File: config.mk
export PLATFORM = sky130hd
export DESIGN_NAME = store_buffer_flat
export DESIGN_NICKNAME = d
export VERILOG_FILES = /design/src/rtl/store_buffer_if.sv /design/src/rtl/store_buffer.sv /design/src/flat_wrapper.sv
export SDC_FILE = /design/constraint.sdc
export NUM_CORES = 1
export LEC_CHECK = 0
export ABC_AREA = 1
export BUFFER_PORTS_ARGS = -buffer_cell sky130_fd_sc_hd__buf_2
export CAP_MARGIN = 10
export CORE_ASPECT_RATIO = 1.1
export CORE_UTILIZATION = 43
export CTS_CLUSTER_SIZE = 12
export DETAILED_ROUTE_END_ITERATION = 10
export PLACE_DENSITY = 0.61
export SYNTH_ARGS = -nofsm -noshare
export SYNTH_HDL_FRONTEND = slang
export SYNTH_SLANG_ARGS = --single-unit
File: constraint.sdc
create_clock -name clk -period 6.65 [get_ports clk]
set_input_delay 1.995 -clock clk [delete_from_list [all_inputs] [get_ports clk]]
set_output_delay 1.995 -clock clk [all_outputs]
set_load 0.01 [all_outputs]
File: src/rtl/store_buffer_if.sv
// Store buffer bus bundle: MEM-stage request/response plus the data RAM port.
// master = pipeline + RAM side, slave = store buffer.
interface store_buffer_if;
  logic        mem_ce_i;
  logic        mem_we_i;
  logic [31:0] mem_addr_i;
  logic [3:0]  mem_sel_i;
  logic [31:0] mem_data_i;
  logic [31:0] mem_data_o;
  logic        stallreq_o;
  logic        sb_empty_o;
  logic        ram_ce_o;
  logic        ram_we_o;
  logic        ram_re_o;
  logic [31:0] ram_addr_o;
  logic [3:0]  ram_sel_o;
  logic [31:0] ram_data_o;
  logic [31:0] ram_data_i;

  modport master (
    output mem_ce_i, mem_we_i, mem_addr_i,
    output mem_sel_i, mem_data_i, ram_data_i,
    input  mem_data_o, stallreq_o, sb_empty_o,
    input  ram_ce_o, ram_we_o, ram_re_o,
    input  ram_addr_o, ram_sel_o, ram_data_o
  );

  modport slave (
    input  mem_ce_i, mem_we_i, mem_addr_i,
    input  mem_sel_i, mem_data_i, ram_data_i,
    output mem_data_o, stallreq_o, sb_empty_o,
    output ram_ce_o, ram_we_o, ram_re_o,
    output ram_addr_o, ram_sel_o, ram_data_o
  );
endinterface

File: src/rtl/store_buffer.sv
// In-order write-back store buffer between MEM and the byte-lane data RAM.
// Drains when MEM leaves the port idle; loads see forwarded buffered bytes.
module store_buffer #(
  parameter int DEPTH = 4,
  parameter int PTR_W = 2
) (
  input logic           clk,
  input logic           rst,
  store_buffer_if.slave sb
);

  typedef struct packed {
    logic [29:0] addr;
    logic [3:0]  sel;
    logic [31:0] data;
  } sb_entry_t;

  localparam logic [PTR_W:0]   FULL_CNT = (PTR_W+1)'(DEPTH);
  localparam logic [PTR_W:0]   CNT_ONE  = (PTR_W+1)'(1);
  localparam logic [PTR_W-1:0] PTR_ONE  = PTR_W'(1);

  sb_entry_t        entry_q [DEPTH];
  logic [PTR_W-1:0] head_q, head_d;
  logic [PTR_W-1:0] tail_q, tail_d;
  logic [PTR_W:0]   count_q, count_d;
  logic             empty_q;

  logic             full, empty;
  logic             drain, ld, st;
  logic [PTR_W-1:0] idx;
  logic [31:0]      merged;
  logic             unused_addr;

  assign unused_addr = ^sb.mem_addr_i[1:0];

  assign full  = count_q == FULL_CNT;
  assign empty = count_q == '0;

  // rst gates everything so outputs are quiet while held in reset
  assign drain = rst && !empty && (!sb.mem_ce_i || full);
  assign ld    = rst && sb.mem_ce_i && !sb.mem_we_i && !full;
  assign st    = rst && sb.mem_ce_i && sb.mem_we_i && !full;

  assign sb.stallreq_o = rst && sb.mem_ce_i && full;
  assign sb.sb_empty_o = empty_q;

  // oldest to youngest, so the youngest matching byte lands last
  always_comb begin
    merged = sb.ram_data_i;
    idx    = head_q;
    for (int i = 0; i < DEPTH; i++) begin
      idx = head_q + PTR_W'(i);
      if ((PTR_W+1)'(i) < count_q &&
          entry_q[idx].addr == sb.mem_addr_i[31:2]) begin
        for (int b = 0; b < 4; b++) begin
          if (entry_q[idx].sel[b])
            merged[8*b +: 8] = entry_q[idx].data[8*b +: 8];
        end
      end
    end
  end

  always_comb begin
    sb.ram_ce_o   = 1'b0;
    sb.ram_we_o   = 1'b0;
    sb.ram_re_o   = 1'b0;
    sb.ram_addr_o = '0;
    sb.ram_sel_o  = '0;
    sb.ram_data_o = '0;
    sb.mem_data_o = '0;
    if (drain) begin
      sb.ram_ce_o   = 1'b1;
      sb.ram_we_o   = 1'b1;
      sb.ram_addr_o = {entry_q[head_q].addr, 2'b00};
      sb.ram_sel_o  = entry_q[head_q].sel;
      sb.ram_data_o = entry_q[head_q].data;
    end else if (ld) begin
      sb.ram_ce_o   = 1'b1;
      sb.ram_re_o   = 1'b1;
      sb.ram_addr_o = {sb.mem_addr_i[31:2], 2'b00};
      sb.ram_sel_o  = 4'hF;
      sb.mem_data_o = merged;
    end
  end

  // st and drain are mutually exclusive: st needs !full, drain then needs !ce
  always_comb begin
    head_d  = head_q;
    tail_d  = tail_q;
    count_d = count_q;
    if (drain) begin
      head_d  = head_q + PTR_ONE;
      count_d = count_q - CNT_ONE;
    end
    if (st) begin
      tail_d  = tail_q + PTR_ONE;
      count_d = count_q + CNT_ONE;
    end
  end

  always_ff @(posedge clk or negedge rst) begin
    if (!rst) begin
      head_q  <= '0;
      tail_q  <= '0;
      count_q <= '0;
      empty_q <= 1'b1;
    end else begin
      head_q  <= head_d;
      tail_q  <= tail_d;
      count_q <= count_d;
      empty_q <= count_d == '0;
    end
  end

  always_ff @(posedge clk) begin
    if (st)
      entry_q[tail_q] <= {sb.mem_addr_i[31:2], sb.mem_sel_i, sb.mem_data_i};
  end

endmodule
File: src/flat_wrapper.sv
// flat-port wrapper written by rule: the top's interface ports become plain ports
module store_buffer_flat 
#(
  parameter int DEPTH = 4,
  parameter int PTR_W = 2
)
  (clk, rst, sb_mem_ce_i, sb_mem_we_i, sb_mem_addr_i, sb_mem_sel_i, sb_mem_data_i, sb_ram_data_i, sb_mem_data_o, sb_stallreq_o, sb_sb_empty_o, sb_ram_ce_o, sb_ram_we_o, sb_ram_re_o, sb_ram_addr_o, sb_ram_sel_o, sb_ram_data_o);
  store_buffer_if sb_i ();
  input logic clk;
  input logic rst;
  input wire logic [$bits(sb_i.mem_ce_i)-1:0] sb_mem_ce_i;
  input wire logic [$bits(sb_i.mem_we_i)-1:0] sb_mem_we_i;
  input wire logic [$bits(sb_i.mem_addr_i)-1:0] sb_mem_addr_i;
  input wire logic [$bits(sb_i.mem_sel_i)-1:0] sb_mem_sel_i;
  input wire logic [$bits(sb_i.mem_data_i)-1:0] sb_mem_data_i;
  input wire logic [$bits(sb_i.ram_data_i)-1:0] sb_ram_data_i;
  output wire logic [$bits(sb_i.mem_data_o)-1:0] sb_mem_data_o;
  output wire logic [$bits(sb_i.stallreq_o)-1:0] sb_stallreq_o;
  output wire logic [$bits(sb_i.sb_empty_o)-1:0] sb_sb_empty_o;
  output wire logic [$bits(sb_i.ram_ce_o)-1:0] sb_ram_ce_o;
  output wire logic [$bits(sb_i.ram_we_o)-1:0] sb_ram_we_o;
  output wire logic [$bits(sb_i.ram_re_o)-1:0] sb_ram_re_o;
  output wire logic [$bits(sb_i.ram_addr_o)-1:0] sb_ram_addr_o;
  output wire logic [$bits(sb_i.ram_sel_o)-1:0] sb_ram_sel_o;
  output wire logic [$bits(sb_i.ram_data_o)-1:0] sb_ram_data_o;
  assign sb_i.mem_ce_i = sb_mem_ce_i;
  assign sb_i.mem_we_i = sb_mem_we_i;
  assign sb_i.mem_addr_i = sb_mem_addr_i;
  assign sb_i.mem_sel_i = sb_mem_sel_i;
  assign sb_i.mem_data_i = sb_mem_data_i;
  assign sb_i.ram_data_i = sb_ram_data_i;
  assign sb_mem_data_o = sb_i.mem_data_o;
  assign sb_stallreq_o = sb_i.stallreq_o;
  assign sb_sb_empty_o = sb_i.sb_empty_o;
  assign sb_ram_ce_o = sb_i.ram_ce_o;
  assign sb_ram_we_o = sb_i.ram_we_o;
  assign sb_ram_re_o = sb_i.ram_re_o;
  assign sb_ram_addr_o = sb_i.ram_addr_o;
  assign sb_ram_sel_o = sb_i.ram_sel_o;
  assign sb_ram_data_o = sb_i.ram_data_o;
  store_buffer #(.DEPTH(DEPTH), .PTR_W(PTR_W)) u_core (.clk(clk), .rst(rst), .sb(sb_i));
endmodule
Word level (Yosys, flattened, before mapping)

Memory sizes are Yosys's and may differ from the RTL's.
Index checks and enable logic that the tools add are counted.

Bits in writable memories: 264
Output and inout port bits: 105
Register bits after elaboration: 8
Logic and storage cells: 74
Memories: 1
Input port bits: 104

Memory list:

| name           | words | width | rd ports | clocked after memory_dff | wr ports | RTL line           | RTL |
|---|---|---|---|---|---|---|---|
| u_core.entry_q | 4     | 66    | 4        | 0                        | 1        | store_buffer.sv:22 | `sb_entry_t entry_q [DEPTH];` |

Multiplexer cells: 35
Magnitude comparators: 4
Eq/ne operators: 5
Reduce and logical (&&, ||, !) cells: 19
$add $sub $neg: 6

Operator list:

| kind                                                      | count |
|---|---|
| two-way mux 32 bit                                        | 9 |
| two-way mux 8 bit                                         | 16 |
| == test 30 bit                                            | 4 |
| logical AND 1 bit                                         | 12 |
| two-way mux 4 bit                                         | 2 |
| zero test 3 bit                                           | 2 |
| less-than comparator 1 x 3 -> 1 bit, first input constant | 2 |
| less-than comparator 2 x 3 -> 1 bit, first input constant | 2 |
| two-way mux 1 bit                                         | 6 |
| two-way mux 3 bit                                         | 2 |
| adder 2 x 1 -> 2 bit, second input constant               | 2 |
| adder 2 bit, second input constant                        | 2 |
| zero test 1 bit                                           | 4 |
| adder 3 x 1 -> 3 bit, second input constant               | 1 |
| == test 3 bit, second input constant                      | 1 |
| subtractor 3 x 1 -> 3 bit, second input constant          | 1 |
| logical OR 1 bit                                          | 1 |

Longest topological paths before layout

Gate-level depths: netlist (run 1).
An unclocked memory read counts as a cell.

Word-level depth: 12
Gate-level depth with buffers: 22
Gate-level depth less buffers: 18

Worst setup path before layout (run 1)

No wires, ideal clock.

Path kind: in2reg
Start point: input sb_mem_we_i
End point: memory u_core.entry_q[0][0] (netlist name) (enable)
Stages: 3
Path buffers: 1
Slack: 1048 ps
Arrival: 5111 ps
Setup time: 491 ps
Required time: 6159 ps
Cell sequence: nand4_1 clkbuf_1 nor2_1

Word-level cells in the longest chain between the ends: 4

RTL lines:

| element                                 | RTL line            | RTL |
|---|---|---|
| start: declaration                      | flat_wrapper.sv:12  | `input wire logic [$bits(sb_i.mem_we_i)-1:0] sb_mem_we_i;` |
| logical AND 1 bit (2 in a row)          | store_buffer.sv:42  | `assign st = rst && sb.mem_ce_i && sb.mem_we_i && !full;` |
| two-way mux 1 bit                       | store_buffer.sv:116 | `if (st)` |
| two-way mux 1 bit (not written as such) | store_buffer.sv:117 | `entry_q[tail_q] <= {sb.mem_addr_i[31:2], sb.mem_sel_i, sb.mem_data_i};` |
| end: declaration                        | store_buffer.sv:22  |  |

No other way between the ends.

Worst setup path in the final report (run 1)

Start point: input sb_mem_addr_i[13]
End point: output sb_mem_data_o[6]

Word-level cells in the longest chain between the ends: 11
Elaborated cells between the ends (all ways): 17
Classes of those cells: 4 x eq/ne; 9 x mux; 4 x reduce/logical

RTL lines:

| element                | RTL line           | RTL |
|---|---|---|
| start: declaration     | flat_wrapper.sv:13 | `input wire logic [$bits(sb_i.mem_addr_i)-1:0] sb_mem_addr_i;` |
| == test 30 bit         | store_buffer.sv:54 | `entry_q[idx].addr == sb.mem_addr_i[31:2]) begin` |
| logical AND 1 bit      | store_buffer.sv:53 | `if ((PTR_W+1)'(i) < count_q &&` |
| two-way mux 32 bit     | store_buffer.sv:53 |  |
| two-way mux 8 bit      | store_buffer.sv:56 | `if (entry_q[idx].sel[b])` |
| two-way mux 32 bit     | store_buffer.sv:53 |  |
| two-way mux 8 bit      | store_buffer.sv:56 |  |
| two-way mux 32 bit     | store_buffer.sv:53 |  |
| two-way mux 8 bit      | store_buffer.sv:56 |  |
| two-way mux 32 bit (*) | store_buffer.sv:53 |  |
| two-way mux 32 bit (*) | store_buffer.sv:77 | `end else if (ld) begin` |
| two-way mux 32 bit (*) | store_buffer.sv:71 | `if (drain) begin` |
| end: declaration       | flat_wrapper.sv:17 | `output wire logic [$bits(sb_i.mem_data_o)-1:0] sb_mem_data_o;` |

Mark *: on every way between the ends. The rest lies on a longest branch, timed or not.

==> flow_metrics.py, run 1 <==
metrics = {
    "global_routing": {
        "grt_pass1_vias": 18990,
        "gr-total-overflow": 0,
        "gr-usage-met1_pct": 34.1,
        "track_usage_pct": 28.9,
        "top_usage_layer": "met2",
        "grt_pass1_wl_mm": 106,
        "antenna_found_initial": 10,
        "grt_max_degree": 244,
        "use_met3_pct": 5.29,
        "grtUsageMet2_pct": 50.0,
    },
    "cts": {
        "clk_latency_ns": 0.58,
        "cts_root_buf": "clkbuf_16",
        "cts_tree": "done",
        "ctsHtreeMaxLevel": 2,
        "post_cts_buffers": 0,
        "cts_buffer_depth": 3,
        "cts_made_buffers": 34,
        "cts_hold_buf": 0,
        "cts.repair.resized": 0,
        "path_clk_slew_ns": 0.06,
        "cts_sinks": 272,
    },
    "sta": {
        "setup_viol": 0,
        "fin_crit_ns": 6.45,
        "maxSlewViolCount": 0,
        "setup-tns-final_ns": 0,
        "hold_viol_final": 0,
        "finClkSkew_ns": 0.0311,
        "tightestPinTransition_ns": 0.953,
        "fin_crit_sh_pct": 97.0,
        "fmax_mhz": 155,
        "rsz0062_at_grt": "false",
        "max_slew_margin_pct": 36.5,
    },
    "critical_path": {
        "cp-start-kind": "input pin",
        "cp.depth": 13,
        "crit_path_frequent_cell": "nand2_1",
        "critPathBufInv": 3,
        "crit_required_ns": 4.66,
        "crit_fanout": 11,
        "worstSetupPathType": "input pin to output port",
        "ff2ff_path_depth": 6,
        "crit_family": "simple AND/OR/NAND/NOR gates",
        "crit_chain": "buf_2 -> inv_1 -> nand2_1 -> nand4_1 -> nor2_1 -> nand2_1 -> nor2_1 -> nand3_1 -> nand3_1 -> nand2_1 -> nand2_1 -> a21oi_1 -> buf_2",
        "slowest_stage": "nand3_1",
        "worst_setup_path_end_kind": "output port",
        "max_stage_delay_ns": 0.56,
        "arrival_ns": 4.45,
    },
    "pwr": {
        "switching_power_uw": 4860,
        "combPwrFrac_pct": 58.4,
        "power_density_nw_per_um2": 420,
        "clkPwrFrac_pct": 19.6,
        "p_int_uw": 4710,
        "p_total_uw": 9570,
        "swShare_pct": 50.8,
        "ir_drop_uv": 535,
        "power_frac_seq_pct": 22.0,
        "leakage_uw": 0.0108,
    },
    "route": {
        "wirelength_mm": 69.5,
        "wl_per_cell_um": 18.5,
        "drc": 0,
        "drt_iter0_drc": 1725,
        "vias_per_cell": 5.50,
        "via_count": 20667,
        "drt-pass1-iter-count": 9,
        "ant_nets": 0,
    },
    "layout": {
        "area_delta_synth_final_pct": 12.8,
        "fill_cells": 4544,
        "final_cells": 3758,
        "drive_gt1_share_pct": 11.5,
        "num-nets-final": 3256,
        "final_area_um2": 22800,
    },
    "run_status": {
        "status": "complete, no violations",
    },
    "placement": {
        "port_buffers": 204,
        "place_hpwl_mm": 47.9,
        "dp_cells": 3696,
        "gp_congestion": 0.974,
        "placed_cell_area_um2": 21700,
    },
    "flow_run": {
        "drv_cap": 0,
    },
    "logic_synthesis": {
        "ys_ff_latch": 272,
        "ys_seq_area_share_pct": 40.2,
        "syn_area_per_cell_um2": 6.69,
        "yosys_warnings": 0,
        "synth_area_um2": 20200,
        "syn-instance-count": 3018,
        "synth.distinct_cells": 36,
    },
    "worst_hold_path": {
        "hp-class": "register to register",
        "holdPathStages": 2,
    },
    "die": {
        "die_w_um": 209,
        "initial_core_util_pct": 43.9,
        "rows": 82,
        "core_area_um2": 46000,
        "die_h_um": 229,
        "dieArea_um2": 47800,
        "io_pins": 209,
    },
}
[power by group through the flow]
stage / Combinational, uW / Clock, uW / Sequential [uW]
2_1_floorplan: 4070 / 0 / 2080
3_3_place_gp: 5410 / 0 / 2130
3_5_place_dp: 5500 / 0 / 2140
4_1_cts: 5530 / 1910 / 2100
5_1_grt: 6220 / 1970 / 2120
6_report: 5590 / 1880 / 2100
[area by class of cell]
class | instances | area (um^2) | area share (%)
multi-input cells | 2291 | 10200 | 44.9
flip-flops and latches | 272 | 8140 | 35.7
repair buffers | 248 | 1460 | 6.43
inverters | 297 | 1120 | 4.91
clock buffers | 37 | 862 | 3.78
well taps | 588 | 736 | 3.23
clock inverters | 21 | 235 | 1.03
diodes | 4 | 10.0 | 0.0439
[path summary, 6_finish.rpt]
path / start / endpoint / slack [ns]
worst max-delay path: sb_mem_addr_i[13] / sb_mem_data_o[6] / 0.20
worst min-delay path: u_core.tail_q[1] / u_core.tail_q[1] / 0.61
worst max register to register: u_core.count_q[0] / u_core.entry_q[1][48] / 3.35
worst min register to register: u_core.tail_q[1] / u_core.tail_q[1] / 0.61
max in group asynchronous: rst / u_core.sb.sb_empty_o / 5.10
min in group asynchronous: rst / u_core.tail_q[0] / 1.29
[cells by family (layout without fill, tap and decap cells)]
| kind of cell | count (synthesis) | count (layout) | share of synthesized area [%] |
|---|---|---|---|
| AOI/OAI and AO/OA | 428 | 428 | 11.3 |
| xor gates and xnor gates | 13 | 13 | 0.564 |
| adders and majority gates | 8 | 8 | 0.496 |
| buffers and inverters | 456 | 603 | 9.42 |
| DFF | 272 | 272 | 40.2 |
| muxes | 1 | 1 | 0.0496 |
| other | 1 | 6 | 0.0186 |
| and+or+nand+nor | 1839 | 1839 | 37.9 |
[layer usage]
metal | vias to the layer above | share of wire, % | wire length (um)
met1 | 9473 | 39 | 27400
met4 | 8 | 5.2 | 3590
met5 | - | 0.076 | 53
met2 | 828 | 48 | 33700
met3 | 222 | 7.0 | 4830
li1 | 10136 | - | -
[stage by stage]
step           utilization, %  worst slack [ns]  hold slack (ns)
2_1_floorplan               -              1.05            0.557
3_3_place_gp             47.2             0.341            0.588
3_5_place_dp             47.2             0.276            0.602
4_1_cts                  49.5             0.267            0.612
5_1_grt                  49.6           0.00828            0.649
6_report                 49.6             0.200            0.608
[cell usage after synthesis]
cell       instances  share of area, %
nor2_1           111               2.1
o211ai_1          32               1.2
buf_1             20              0.37
nor3_2             1             0.050
ha_1               8              0.50
nand3_2            5              0.25
conb_1             1             0.019
buf_4             16              0.59
o22ai_1           30              0.93
clkbuf_1          53              0.98
dfrtp_1            7              0.87
nor2_2             8              0.25
and2_1             1             0.031
o21ai_0          302               7.5
buf_2             63               1.6
inv_2              2             0.037
nand3_1          374               9.3
o21ai_1           21              0.52
inv_1            295               5.5
a21oi_1           37              0.92
nand2_2            2             0.062
nand3_4            1             0.087
buf_6              7              0.39
nand4_1           34               1.1
nor3_1             2             0.050
xor2_1            13              0.56
nor2_4             4              0.22
mux2i_1            1             0.050
nand2_1         1261                23
edfxtp_1         264                39
o2111ai_1          1             0.043
o22a_1             1             0.043
nand3b_1           1             0.037
dfstp_2            1              0.13
or2_2             34               1.1
o21ai_2            4              0.17
[sequential cells by signal (all words and copies together), names as in the netlist]
signal                cells
u_core.entry_q          264
u_core.count_q            3
u_core.head_q             2
u_core.tail_q             2
u_core.sb.sb_empty_o      1
[layout by cell type (no fill, tap or decap), types with 9 or more instances in the layout]
master     instances
a21oi_1           37
buf_12             9
buf_2            204
buf_4             35
clkbuf_16         34
clkinv_1           9
edfxtp_1         264
inv_1            295
nand2_1         1258
nand3_1          374
nand4_1           34
nor2_1           107
o211ai_1          32
o21ai_0          302
o21ai_1           21
o22ai_1           30
or2_2             34
xor2_1            13
[worst reg2reg max path, stage by stage (launching register included)]
cell and delay (ns):
dfrtp_1 0.40, inv_1 0.12, ha_1 0.23, nand2_1 0.14
nand4_1 0.65, nor2_4 0.93, buf_12 0.44
No activity file was read; power rests on OpenSTA's default activity.
==> run 2, diff against run 1 <==
CORE_MARGIN = 4   (was unset)
==> flow_metrics.py, run 2 (same netlist as run 1, synthesis figures left out) <==
metrics = {
    "run_status": {
        "status": "complete, no violations",
    },
    "die": {
        "initial_core_util_pct": 43.4,
        "rows": 83,
        "dieArea_um2": 50500,
        "die_h_um": 235,
        "io_pins": 209,
        "core_area_um2": 46500,
        "die_w_um": 215,
    },
    "sta": {
        "fmax_mhz": 155,
        "fin_crit_sh_pct": 97.1,
        "finClkSkew_ns": 0.0129,
        "hold_viol_final": 0,
        "maxSlewViolCount": 0,
        "max_slew_margin_pct": 28.6,
        "rsz0062_at_grt": "true",
        "fin_crit_ns": 6.46,
        "setup_viol": 0,
        "tightestPinTransition_ns": 1.06,
    },
    "layout": {
        "final_common_cell": "nand2_1",
        "num-nets-final": 3255,
        "area_delta_synth_final_pct": 13.4,
        "reg.largest.list": "u_core.entry_q (264), u_core.count_q (3)",
        "post-route-util_pct": 49.2,
        "final_cells": 3769,
        "largest_register_ffs": 264,
        "top_register": "u_core.entry_q",
        "layout_common_cells": "1,258 x nand2_1, 373 x nand3_1, 302 x o21ai_0",
        "drive_gt1_share_pct": 11.6,
    },
    "critical_path": {
        "rrSetupSlack_ns": 3.41,
        "crit_fanout": 50,
        "crit_required_ns": 4.66,
        "crit_chain": "buf_4 -> nand2_1 -> nand2_8 -> buf_4 -> nand2_1 -> nand2_1 -> nand2_1 -> nand2_1 -> nand2_1 -> nor2_1 -> nand2_1 -> nor2_1 -> nand3_1 -> nand3_1 -> nand2_1 -> nand2_1 -> a21oi_1 -> buf_2",
        "critPathBufInv": 3,
        "crit_path_frequent_cell": "nand2_1",
        "arrival_ns": 4.47,
        "worstSetupStartpoint": "u_core.head_q[0]",
        "worst_setup_path_end_kind": "output port",
        "cp-start-kind": "register",
        "reg2reg_to": "u_core.entry_q[3][38]",
        "ff2ff_path_depth": 6,
        "max_stage_delay_ns": 0.46,
        "worstSetupPathType": "register to output port",
        "worstReg2RegStart": "u_core.count_q[0]",
        "slowest_stage": "dfrtp_4",
        "crit_family": "simple AND/OR/NAND/NOR gates",
    },
    "pwr": {
        "p_int_uw": 4820,
        "clkPwrFrac_pct": 20.4,
        "ir_drop_uv": 297,
        "switching_power_uw": 4900,
        "combPwrFrac_pct": 58.4,
        "power_density_nw_per_um2": 424,
        "swShare_pct": 50.4,
        "power_frac_seq_pct": 21.2,
        "leakage_uw": 0.0108,
    },
    "worst_hold_path": {
        "holdPathStages": 2,
        "hp-class": "register to register",
        "min_from": "u_core.tail_q[1]",
        "holdPathEnd": "u_core.tail_q[1]",
    },
    "route": {
        "drt_iter0_drc": 1698,
        "via_count": 20601,
        "wirelength_mm": 70.3,
        "drt-pass1-iter-count": 6,
        "ant_nets": 0,
        "vias_per_cell": 5.47,
        "drc": 0,
        "wl_per_cell_um": 18.7,
    },
    "cts": {
        "clk_latency_ns": 0.57,
        "cts_root_buf": "clkbuf_16",
        "cts_hold_buf": 0,
        "cts_made_buffers": 36,
        "cts_sinks": 272,
        "cts.repair.resized": 0,
        "cts_buffer_depth": 3,
        "path_clk_slew_ns": 0.05,
        "ctsHtreeMaxLevel": 2,
        "post_cts_buffers": 0,
        "cts_tree": "done",
    },
    "global_routing": {
        "grt_pass1_vias": 19076,
        "grt_pass1_wl_mm": 106,
        "grt_max_degree": 273,
        "gr-total-overflow": 0,
        "antenna_found_initial": 8,
        "track_usage_pct": 26.7,
    },
    "placement": {
        "dp_cells": 3700,
        "place_hpwl_mm": 48.6,
        "gp_congestion": 0.984,
        "port_buffers": 204,
    },
    "flow_run": {
        "drv_cap": 0,
    },
}
==> run 2: changes by cell type in the layout (fill, tap and decap cells not counted) <==
cell / change
clkbuf_1: +7
clkinv_1: -6
clkinvlp_4: +1
clkinv_4: +1
nand3_2: +1
clkinv_8: -1
buf_12: +3
clkbuf_16: +3
clkinv_2: +1
nand3_1: -1
buf_4: -6
clkbuf_8: +1
==> run 2: area by class of cell <==
cell class	instances	area (um^2)
Multi-Input combinational cell	2291	10200
Timing Repair Buffer	245	1480
Tap cell	595	744
Clock inverter	17	218
Antenna cell	4	10.0
Fill cell	4639	23600
Clock buffer	48	977
Inverter	297	1120
Sequential cell	272	8140
==> run 2: routing by layer <==
layer / track usage [%] / vias up / share of wire, %
li1: - / 10150 / -
met1: 31.8 / 9424 / 39
met2: 47.4 / 828 / 50
met3: 4.31 / 191 / 6.7
met4: 12.2 / 8 / 4.4
met5: 0 / - / 0.071
==> run 2: tightest hold or removal path, delay by kind of cell (launching register included) <==
| kind | cells | cell delay [ns] |
|---|---|---|
| flip-flops | 1 | 0.39 |
| buffers and inverters | 1 | 0.10 |
| AO/OA/AOI/OAI | 1 | 0.07 |
==> run 2: worst max path at each step <==
| stage | end | cells after the start | slack, ns |
|---|---|---|---|
| 3_5_place_dp | sb_mem_data_o[21] | 14 | 0.28 |
| 3_3_place_gp | sb_mem_data_o[21] | 14 | 0.31 |
| 4_1_cts | sb_mem_data_o[21] | 18 | 0.17 |
| 5_1_grt | sb_mem_data_o[12] | 18 | -0.09 |
| 6_report | sb_mem_data_o[14] | 18 | 0.19 |
| 2_1_floorplan | u_core.entry_q[0][0] | 3 | 1.05 |
==> run 2: power by group through the flow <==
| stage | Sequential [uW] | Combinational, uW | Clock, uW |
|---|---|---|---|
| 6_report | 2060 | 5680 | 1980 |
| 5_1_grt | 2070 | 6310 | 2090 |
| 4_1_cts | 2060 | 5630 | 2020 |
| 3_5_place_dp | 2090 | 5600 | 0 |
| 3_3_place_gp | 2090 | 5490 | 0 |
| 2_1_floorplan | 2080 | 4070 | 0 |
==> run 2: per-stage QoR <==
stage	power (uW)	cell area, um^2	hold WS (ns)	setup TNS, ns	setup WS [ns]
2_1_floorplan	6140	20200	0.557	0	1.05
3_3_place_gp	7580	21700	0.584	0	0.306
3_5_place_dp	7690	21700	0.593	0	0.277
4_1_cts	9700	22900	0.601	0	0.174
5_1_grt	10500	22900	0.638	-1.29	-0.0914
6_report	9720	22900	0.602	0	0.190
==> run 3, diff against run 2 <==
clock period = 8.1 ns   (was 6.65 ns; I/O delays follow)
==> flow_metrics.py, run 3 (same netlist as run 1, synthesis figures left out) <==
metrics = {
    "layout": {
        "reg.largest.list": "u_core.entry_q (264), u_core.count_q (3)",
        "multiInputGateArea_um2": 10200,
        "seqCellArea_um2": 8140,
        "top_register": "u_core.entry_q",
        "area_delta_synth_final_pct": 12.7,
        "layout_common_cells": "1,258 x nand2_1, 374 x nand3_1, 302 x o21ai_0",
        "num-nets-final": 3244,
        "final_area_um2": 22800,
        "drive_gt1_share_pct": 11.3,
        "largest_register_ffs": 264,
        "fill_cells": 4635,
        "final_common_cell": "nand2_1",
    },
    "sta": {
        "fin_crit_sh_pct": 92.7,
        "setup_viol": 0,
        "tightestPinTransition_ns": 1.24,
        "maxSlewViolCount": 0,
        "rsz0062_at_grt": "false",
        "fmax_mhz": 133,
        "finClkSkew_ns": 0.0140,
        "fin_crit_ns": 7.51,
        "hold_viol_final": 0,
        "hold_ws_ns": 0.640,
        "max_slew_margin_pct": 16.8,
        "setup-tns-final_ns": 0,
    },
    "cts": {
        "cts_hold_buf": 0,
        "cts_tree": "done",
        "cts_buffer_depth": 3,
        "path_clk_slew_ns": 0.05,
        "clk_latency_ns": 0.55,
        "cts_made_buffers": 35,
        "ctsHtreeMaxLevel": 2,
        "cts_root_buf": "clkbuf_16",
        "post_cts_buffers": 0,
        "cts_sinks": 272,
        "cts.repair.resized": 0,
    },
    "critical_path": {
        "worstSetupStartpoint": "sb_mem_addr_i[21]",
        "crit_fanout": 24,
        "worst_setup_path_end_kind": "output port",
        "crit_path_frequent_cell": "nand2_1",
        "max_stage_delay_ns": 0.44,
        "arrival_ns": 5.08,
        "crit_chain": "buf_2 -> inv_1 -> nand3_1 -> nand4_1 -> nor2_1 -> nand2_1 -> nor2_2 -> nand2_2 -> buf_4 -> nand2_1 -> nand3_1 -> nand2_1 -> nand2_1 -> a21oi_1 -> buf_2",
        "slowest_stage": "nand2_2",
        "cp-start-kind": "input pin",
        "worstReg2RegStart": "u_core.count_q[0]",
        "crit_family": "simple AND/OR/NAND/NOR gates",
        "crit_required_ns": 5.67,
        "worstSetupPathType": "input pin to output port",
        "critPathBufInv": 4,
    },
    "placement": {
        "gp_congestion": 0.958,
        "placed_cell_area_um2": 21500,
        "place_hpwl_mm": 48.4,
        "port_buffers": 204,
    },
    "die": {
        "rows": 83,
        "dieArea_um2": 50500,
        "initial_core_util_pct": 43.4,
        "die_h_um": 235,
        "die_w_um": 215,
        "io_pins": 209,
        "core_area_um2": 46500,
    },
    "global_routing": {
        "grt_max_degree": 127,
        "antenna_found_initial": 12,
        "grt_pass1_vias": 18871,
        "track_usage_pct": 26.7,
        "grt_pass1_wl_mm": 106,
        "gr-total-overflow": 0,
    },
    "route": {
        "drt-pass1-iter-count": 6,
        "ant_nets": 0,
        "wirelength_mm": 70.0,
        "vias_per_cell": 5.45,
        "drc": 0,
        "via_count": 20493,
        "wl_per_cell_um": 18.6,
        "drt_iter0_drc": 1937,
    },
    "worst_hold_path": {
        "min_from": "u_core.tail_q[1]",
        "hp-class": "register to register",
    },
    "pwr": {
        "power_density_nw_per_um2": 347,
        "p_total_uw": 7900,
        "leakage_uw": 0.0107,
        "ir_drop_uv": 232,
    },
    "flow_run": {
        "drv_cap": 0,
    },
    "run_status": {
        "status": "complete, no violations",
    },
}
-- run 3: worst paths after layout --
check                                         to  slack (ns)  depth (start not counted)
setup / recovery               sb_mem_data_o[29]        0.59                         15
hold / removal                  u_core.tail_q[1]        0.64                          2
setup reg to reg           u_core.entry_q[3][21]        4.85                          6
hold reg to reg                 u_core.tail_q[1]        0.64                          2
max in group asynchronous   u_core.sb.sb_empty_o        6.08                          1
min in group asynchronous       u_core.head_q[1]        1.75                          1
-- run 3: power breakdown --
group	switching [uW]	internal (uW)	leakage [uW]
Combinational	3250	1270	0.00769
Clock	616	1040	0.000587
Sequential	90.2	1640	0.00247
Total	3950	3950	0.0107
-- run 3: per-layer routing --
layer  GRT usage, %  routed length [um]  up-vias
met1           32.4               27700     9378
met4           13.9                3660        6
met3           4.04                5050      192
li1               -                   -    10107
met5              0                  42        -
met2           45.9               33500      810
-- run 3: metrics by stage --
| stage | util [%] | setup slack [ns] | cells |
|---|---|---|---|
| 2_1_floorplan | - | 1.94 | 3019 |
| 3_3_place_gp | 46.3 | 0.658 | 3689 |
| 3_5_place_dp | 46.3 | 0.649 | 3689 |
| 4_1_cts | 48.9 | 0.642 | 3750 |
| 5_1_grt | 48.9 | 0.352 | 3757 |
| 6_report | 48.9 | 0.589 | 3761 |
-- run 3: cell type report --
type                       instances  share of cell area (%)
inverter                         297                    4.91
tap                              595                    3.27
clock buffer                      43                    4.25
timing repair buffer             235                    5.78
multi-input combinational       2291                    44.9
antenna                           10                   0.110
clock inverter                    18                    1.04
sequential                       272                    35.7
-- run 3: worst register-to-register path, delay by kind of cell, from the launching register on --
family / cells / cell delay [ns]
buffers and inverters: 2 / 0.54
adders and majority gates: 1 / 0.22
DFF: 1 / 0.40
and+or+nand+nor: 3 / 1.68
